`src/rtl/in_wrapper_top.sv`:
```
// Input-side wrapper for the FP32 multiplier: collects an A/B operand pair over a
// four-phase request/acknowledge handshake, launches the multiplier, waits for completion.
module in_wrapper_top (
  input  logic        clk,
  input  logic        rst,
  input  logic        doneFP,
  input  logic        inReady,
  input  logic [31:0] inBus,
  output logic [31:0] ABus,
  output logic [31:0] BBus,
  output logic        inAccept,
  output logic        startFP
);

  localparam int unsigned W = 32;

  typedef enum logic [2:0] {
    WAIT_A = 3'd0,
    ACK_A  = 3'd1,
    WAIT_B = 3'd2,
    ACK_B  = 3'd3,
    START  = 3'd4,
    BUSY   = 3'd5
  } state_t;

  state_t state;

  // Outputs are registered alongside the state so each one equals its state decode.
  always_ff @(posedge clk or posedge rst) begin
    if (rst) begin
      state    <= WAIT_A;
      ABus     <= W'(0);
      BBus     <= W'(0);
      inAccept <= 1'b0;
      startFP  <= 1'b0;
    end else begin
      startFP <= 1'b0;
      case (state)
        WAIT_A: begin
          if (inReady) begin
            ABus     <= inBus;
            inAccept <= 1'b1;
            state    <= ACK_A;
          end
        end
        ACK_A: begin
          // Requester must drop inReady before B is taken, so one request loads one word.
          if (!inReady) begin
            inAccept <= 1'b0;
            state    <= WAIT_B;
          end
        end
        WAIT_B: begin
          if (inReady) begin
            BBus     <= inBus;
            inAccept <= 1'b1;
            state    <= ACK_B;
          end
        end
        ACK_B: begin
          if (!inReady) begin
            inAccept <= 1'b0;
            startFP  <= 1'b1;
            state    <= START;
          end
        end
        START: begin
          state <= BUSY;
        end
        BUSY: begin
          if (doneFP) begin
            state <= WAIT_A;
          end
        end
        default: begin
          inAccept <= 1'b0;
          state    <= WAIT_A;
        end
      endcase
    end
  end

endmodule

```
`config.mk`:
```
export PLATFORM = sky130hd
export DESIGN_NAME = in_wrapper_top
export DESIGN_NICKNAME = d
export VERILOG_FILES = /design/src/rtl/in_wrapper_top.sv
export SDC_FILE = /design/constraint.sdc
export NUM_CORES = 1
export LEC_CHECK = 0
export CAP_MARGIN = 40
export CELL_PAD_IN_SITES_DETAIL_PLACEMENT = 1
export CELL_PAD_IN_SITES_GLOBAL_PLACEMENT = 1
export CORE_ASPECT_RATIO = 0.5
export CORE_MARGIN = 2
export CORE_UTILIZATION = 31
export CTS_BUF_LIST = sky130_fd_sc_hd__clkbuf_4 sky130_fd_sc_hd__clkbuf_8 sky130_fd_sc_hd__clkbuf_16
export CTS_CLUSTER_SIZE = 14
export DETAILED_ROUTE_END_ITERATION = 12
export GPL_TIMING_DRIVEN = 1
export PLACE_DENSITY = 0.82
export SYNTH_ARGS = -nofsm -noshare
export SYNTH_HDL_FRONTEND = slang
export SYNTH_SLANG_ARGS = --single-unit
```
`constraint.sdc`:
```
create_clock -name clk -period 2.41 [get_ports clk]
set_input_delay 0.6025 -clock clk [delete_from_list [all_inputs] [get_ports clk]]
set_output_delay 0.6025 -clock clk [all_outputs]
set_load 0.01 [all_outputs]
```
After elaboration in Yosys (flattened, before gate mapping)
Index checks and enable logic that the tools add are counted.
W data, S select, Z words.
- flip-flop bits (word level): 69
- output and inout bits: 66
- word-level logic and storage cells: 37
- eq/ne operators: 12
- multiplexer cells: 11
- bitwise gates (word level): 1
- reductions and logical operators: 8
- operators by type and width (cell ; number):
    $pmux W3 S6 ; 1
    $mux W3 ; 5
    $ne A2 B2 Y1 const B ; 6
    $eq A3 B2 Y1 const B ; 2
    $eq A3 B3 Y1 const B ; 2
    $reduce_or A2 Y1 ; 3
    $reduce_and A5 Y1 ; 1
    $mux W1 ; 4
    $reduce_and A2 Y1 ; 2
    $eq A3 B1 Y1 const B ; 1
    $logic_not A3 Y1 ; 1
    $pmux W1 S3 ; 1
    $reduce_and A3 Y1 ; 1
    $ne A2 B1 Y1 const B ; 1
    $not A1 Y1 ; 1

Depth between registers and ports, before layout
Gate-level depths: netlist (run 1).
- word-level depth: 4
- mapped depth: 4
- depth with buffers taken out: 3

Least setup slack after synthesis (run 1)
Ideal clock, no wire load.
- path kind: input to register
- from: input port inReady
- to: register BBus[0]
- data arrival time: 1.477 ns
- required time: 2.285 ns
- path slack: 0.808 ns
- stages on the path: 4
- cells stage by stage: nand2b_4 -> nor3b_4 -> buf_6 -> mux2_2
- cells in the longest elaborated chain, start to end: 1
- RTL lines (item ; line ; text):
    start, declared ; 7 ; input logic inReady,
    $reduce_and A2 Y1 (no source line) ; -- ;
    end signal, assigned ; 55 ; BBus <= inBus;
    end, declared ; 10 ; output logic [31:0] BBus,
No other way between the ends.
A chain may end at the register's enable or synchronous reset.

Worst setup path in the final report (run 1)
- from: input port inReady
- to: register BBus[30]
The elaborated chain is that of the path after synthesis.

==> summary.md, run 1 <==
| Metric | Value |
|---|---|
| Footprint of the multi-input gates | `approximately 840 µm²` |
| Ant. Diodes | `0` |
| Initial Util | `0.3242` |
| PortBufs | `about 100` |
| PnR Total Power | `6.022 mW` |
| Clk slew on worst S/H paths | `roughly 0.05 ns` |
| Min Tclk post-route | `slightly below 2 ns` |
| DRT Wirelength | `roughly 7000 µm` |
| Antenna viol nets, final | `0` |
| Slew Limit Fails | `0` |
| Worst-Skew Late Latency | `0.32 ns` |
| DRT Pass-1 Iters | `4` |
| Final worst path period share | `0.8231` |
| Core area | `between 8000 and 9000 µm²` |
| Synth async-reset ratio | `1.000` |
| Final setup TNS | `0 ns` |
| HPWL after DPL | `between 4000 and 5000 µm` |
| R2R depth | `4` |
| Die W | `between 100 and 150 µm` |
| Drt drc | `0` |
| Largest net degree at the start of global routing | `29` |
| #FFs+latches synth | `between 60 and 70` |
| Startpoint Class | `input pin` |
| Yosys cell types | `17` |
| Register area share after synthesis | `0.6562` |
| Critical Path RT | `2.61 ns` |
| Routed wire per std cell | `roughly 19 µm` |
| Initial antenna violation count | `0` |
| Max_cap viols | `0` |
| First-pass GRT wire length | `about 12000 µm` |
| Leakage power | `roughly 1.7 nW` |
| Synth Area per Inst | `16.87 µm²` |
| DRT iter0 DRCs | `67` |
| Vias per cell | `4.475` |
| Syn Inst Count | `roughly 160` |
| Cell taking the most area after synthesis | `dfrtp_1` |
| Status | `completed` |
| Fin cells | `a little under 400` |
| # fillers | `a little under 800` |
| Htree depth | `3` |
| Vias after detailed routing | `1723` |
| Power per cell area | `about 1500 nW/µm²` |
| Syn Std Cell Area | `between 2000 and 3000 µm²` |
| Post-CTS Hold Buffers | `0` |
| Relative slew slack | `0.6421` |
| CP cell instances | `clkdlybuf4s50_1, nand2b_4, nor3b_4, buf_4, mux2_2` |
| Highest Clock Rate | `504.1 MHz` |
| CTS buffer count | `9` |
| Final Hold Violating Endpoints | `0` |
| Die Area | `between 9000 and 10000 µm²` |
| Crit path launch | `inReady` |
| Clk buf depth | `2` |
| Post-CTS Resized | `0` |
| Synth area leaders | `dfrtp_1, mux2_2, buf_6` |
| Endpoints failing setup | `0` |
| Total track usage | `0.1673` |
| Gr ovfl total | `0` |
| Sequential cell area | `about 1700 µm²` |
| Final Wtd Congestion | `between 0.7 and 0.8` |
| Critical Path Max Stage Delay | `between 0.5 and 0.6 ns` |
| Worst setup endpoint | `BBus[30]` |
| Register-to-Register Setup Slack | `0.77 ns` |
| Vias in the first global route | `2018` |
| Clock sink total | `slightly below 70` |
| Reg-to-Reg End | `BBus[30]` |
| Io pins | `about 100` |
| Synth warn | `0` |
| Worst Clk Skew | `0.004964 ns` |
| Num rows | `23` |
| Slowest-stage cell, CP | `clkdlybuf4s50_1` |
| Commonest cells in the netlist | `dfrtp_1, mux2_2` |
| Die Y | `69.15 µm` |
| Critical Path AT | `2.19 ns` |
| Worst slew pin tran | `0.5360 ns` |
| Hold Crit Class | `flip-flop to flip-flop` |
| CP max FO | `12` |
| TritonCTS clock tree | `done` |
| Area grow syn2layout | `56.59%` |
| Worst r2r src | `state[2]` |
| Main synth FF type | `dfrtp_1` |
| Postcts setup bufs | `0` |
| Post-synth top area share | `0.6562` |
| Setup crit end kind | `flip-flop` |
| Cell with the most instances after synthesis | `dfrtp_1` |
| RSZ-0062 raised after global routing | `no` |
| Setup Crit Path Kind | `input pin to flip-flop` |
| Root buf cell | `clkbuf_16` |
| Ratio of cells with drive above 1 in the final layout | `0.3223` |
| Final net count | `~300` |
| Syn nets | `192` |
| EDFF count, synth | `0` |
| Dpl cells | `between 300 and 400` |
| Peak VDD IR | `between 0.4 and 0.5 mV` |
how the worst min path moves through the flow:
stage	cells past startpoint	to	from
detailed placement	1	ABus[11]	ABus[11]
global placement	1	ABus[11]	ABus[11]
finish	1	ABus[10]	ABus[10]
global route	1	BBus[29]	BBus[29]
CTS	1	ABus[10]	ABus[10]
floorplan	1	state[1]	state[2]
critical path: cells and delay by family:
kind,cells,cell delay (ns)
buffers and inverters,2,0.85
muxes,1,0.37
and+or+nand+nor,2,0.36
routing by layer:
metal / share of wire / routed length (µm) / vias to the layer above / track usage
met3: 0.027 / 198 / 9 / 0.03974
met2: 0.58 / 4184 / 31 / 0.3243
met5: 0 / 0 / - / 0
met1: 0.38 / 2722 / 913 / 0.1775
met4: 0.014 / 98 / 0 / 0.05614
li1: - / - / 770 / -
cell usage in the layout (no fill, tap or decap):
cell type,synthesis,routed
a21o_1,1,1
and3b_1,1,1
buf_12,0,3
buf_4,3,3
bufinv_16,0,1
clkbuf_16,0,9
clkbuf_8,0,3
clkdlybuf4s50_1,0,101
clkinv_2,0,3
dfrtp_1,69,69
inv_2,0,1
mux2_1,2,2
mux2_2,62,62
nand2_1,3,3
nand2b_4,1,1
nor2_1,2,2
nor2b_1,3,3
nor3_4,1,1
nor3b_4,1,1
o21ai_0,1,1
o31ai_1,1,1
xnor2_1,1,1
registers in the layout (all words and copies together), names as in the netlist:
signal,cells
inAccept,1
ABus,32
state,3
startFP,1
BBus,32
final cells by class:
type / instances / area share
clock buffer: 12 / 0.06468
clock inverter: 4 / 0.01093
timing repair buffer: 107 / 0.2654
tap: 112 / 0.03401
sequential: 69 / 0.4191
inverter: 1 / 0.0009110
multi-input combinational: 80 / 0.2050
kinds of logic after synthesis:
kind of cell,share of synthesized area
DFF,0.6562
buffers and inverters,0.02282
AOI/OAI and AO/OA,0.007608
and+or+nand+nor,0.03614
muxes,0.2739
xor gates and xnor gates,0.003329
stage by stage:
stage	setup WS (ns)	hold slack, ns	instance area (µm²)	util
after detailed placement	0.1199	0.4781	3809	0.4693
final	0.4264	0.4913	4120	0.5077
after global placement	0.1768	0.4705	3809	0.4693
after floorplan	0.06764	0.4705	2631	-
after global routing	0.3757	0.5086	4120	0.5077
after CTS	0.4235	0.4992	4120	0.5077
power by group:
part           total [mW]  switching [mW]  internal, mW
Combinational        2.55           0.939          1.61
Clock                1.35           0.466         0.879
Sequential           2.13           0.373          1.75
(Power assumes the default switching activity.)
==> run 2: changes to the inputs <==
- clock period: 2.41 -> 1.8 ns (I/O delays scaled with it)
==> run 2 against run 1 <==
  * Combinational power grew 34%
  * Global-route usage shrank 0.86 points
  * Die area is the same
  * Hold slack lost 0.045 ns
  * Non-clock buffer count grew 1
  * Clock-buffer cell count grew 4
==> summary.md, run 2 (synthesized netlist as in run 1, its figures left out) <==
| Metric | Value |
|---|---|
| Status | `completed (unchanged)` |
| PortBufs | `101 (unchanged)` |
| Clk slew on worst S/H paths | `0.05 ns (about the same)` |
| Critical Path RT | `2.00 ns (was 2.61 ns)` |
| Layout Utilization | `0.5111 (was 0.5077)` |
| HPWL after DPL | `4985 µm (was 4987 µm)` |
| Peak VDD IR | `0.6925 mV (was 0.4381 mV)` |
| Power per cell area | `1916 nW/µm² (was 1462 nW/µm²)` |
| Relative slew slack | `0.7940 (was 0.6421)` |
| Worst slew pin tran | `0.3084 ns (was 0.5360 ns)` |
| DRT Pass-1 Iters | `2 (was 4)` |
| Postcts setup bufs | `0 (unchanged)` |
| Worst Clk Skew | `0.002694 ns (was 0.004964 ns)` |
| Register-to-Register Setup Slack | `0.22 ns (was 0.77 ns)` |
| First-pass GRT wire length | `11040 µm (was 11680 µm)` |
| DRT iter0 DRCs | `43 (was 67)` |
| Setup crit end kind | `flip-flop (unchanged)` |
| Commonest non-fill, non-tap cells in the layout | `clkdlybuf4s50_1, dfrtp_1, mux2_2 (unchanged)` |
| Hold Crit Class | `input pin to async pin (was flip-flop to flip-flop)` |
| Io pins | `102 (unchanged)` |
| Max_cap viols | `0 (unchanged)` |
| CTS buffer count | `9 (unchanged)` |
| Largest net degree at the start of global routing | `38 (was 29)` |
| Final net count | `305 (was 304)` |
| Critical Path AT | `1.92 ns (was 2.19 ns)` |
| Die W | `134.3 µm (unchanged)` |
| Gr ovfl total | `0 (unchanged)` |
| Clk buf depth | `2 (unchanged)` |
| Dpl cells | `370 (was 369)` |
| Initial antenna violation count | `0 (unchanged)` |
| Die Area | `9285 µm² (unchanged)` |
| Highest Clock Rate | `582.8 MHz` |
| Total track usage | `0.1587 (was 0.1673)` |
| Vias per cell | `4.409 (was 4.475)` |
| Drt drc | `0 (unchanged)` |
| Area grow syn2layout | `57.63% (was 56.59%)` |
| DRT Wirelength | `6589 µm (was 7203 µm)` |
| Htree depth | `3 (unchanged)` |
| TritonCTS clock tree | `done (unchanged)` |
| Final Hold Violating Endpoints | `0 (unchanged)` |
| Clock sink total | `69 (unchanged)` |
| Initial Util | `0.3242 (unchanged)` |
| Leakage power | `1.718 nW (was 1.714 nW)` |
| Biggest regs | `ABus: 32 flops, BBus: 32 flops, state: 3 flops (unchanged)` |
| Antenna viol nets, final | `0 (unchanged)` |
| Final setup margin | `0.08423 ns (was 0.4264 ns)` |
| Footprint of the multi-input gates | `844.6 µm² (unchanged)` |
| Post-CTS Hold Buffers | `0 (unchanged)` |
| Die Y | `69.15 µm (unchanged)` |
| Commonest non-fill, non-tap cell in the layout | `clkdlybuf4s50_1 (unchanged)` |
| Ant. Diodes | `0 (unchanged)` |
| Routed wire per std cell | `17.07 µm (was 18.71 µm)` |
| Setup Crit Path Kind | `input pin to flip-flop (unchanged)` |
| DP Worst Slack | `-0.2581 ns (was 0.1199 ns)` |
| Min Tclk post-route | `roughly 1.7 ns` |
| Vias in the first global route | `2011 (was 2018)` |
| Fin cells | `386 (was 385)` |
| Endpoints failing setup | `0 (unchanged)` |
| Final worst path period share | `0.9532` |
| CP max FO | `24 (was 12)` |
| # fillers | `798 (was 794)` |
| Slew Limit Fails | `0 (unchanged)` |
| RSZ-0062 raised after global routing | `no (unchanged)` |
| Startpoint Class | `input pin (unchanged)` |
| Post-CTS Resized | `0 (unchanged)` |
| Sequential cell area | `1727 µm² (unchanged)` |
| Vias after detailed routing | `1702 (was 1723)` |
| Root buf cell | `clkbuf_16 (unchanged)` |
| Num rows | `23 (unchanged)` |
| Worst-Skew Late Latency | `0.33 ns (was 0.32 ns)` |
| Final Wtd Congestion | `0.7316 (was 0.7782)` |
| Ratio of cells with drive above 1 in the final layout | `0.3248 (was 0.3223)` |
| Core area | `8115 µm² (unchanged)` |
-- run 2: per-layer routing --
| metal | part of all wire | GRT usage |
|---|---|---|
| met4 | 0.024 | 0.06316 |
| met3 | 0.036 | 0.04341 |
| met1 | 0.36 | 0.1634 |
| met5 | 0 | 0 |
| met2 | 0.58 | 0.3044 |
-- run 2: final timing paths --
path | cells after the start | from | end
setup / recovery | 5 | inReady | BBus[9]
hold / removal | 2 | rst | ABus[25]
setup reg to reg | 4 | state[2] | BBus[9]
hold reg to reg | 1 | ABus[11] | ABus[11]
max in group asynchronous | 3 | rst | ABus[16]
min in group clk | 1 | ABus[11] | ABus[11]
-- run 2: cell type report --
cell class	count	area share
sequential	69	0.4163
timing repair buffer	108	0.2715
multi-input combinational	80	0.2036
clock buffer	16	0.07300
tap	112	0.03379
inverter	1	0.001810
-- run 2: stage by stage --
step	instance area [µm²]	TNS [ns]	hold slack [ns]	power, mW
global route	4148	0	0.4568	8.413
global placement	3845	-12.67	0.4708	6.119
finish	4148	0	0.4464	7.946
CTS	4148	0	0.4424	8.093
floorplan	2635	0	0.4705	4.275
detailed placement	3845	-12.82	0.4860	6.311
-- run 2: report_power, final --
part	switching, mW	internal, mW	total, mW
Sequential	0.471	2.35	2.82
Clock	0.590	1.13	1.72
Combinational	1.23	2.18	3.41
-- run 2: critical path, cell delays in order --
cell             delay, ns
clkdlybuf4s50_1       0.53
nand2b_4              0.09
nor3b_4               0.25
buf_12                0.22
mux2_2                0.37
==> run 3: changes to the inputs <==
- CTS_CLUSTER_DIAMETER: not set -> 80
==> results of run 3 <==
The final DEF is identical to that of run 2; final timing and power are the same.
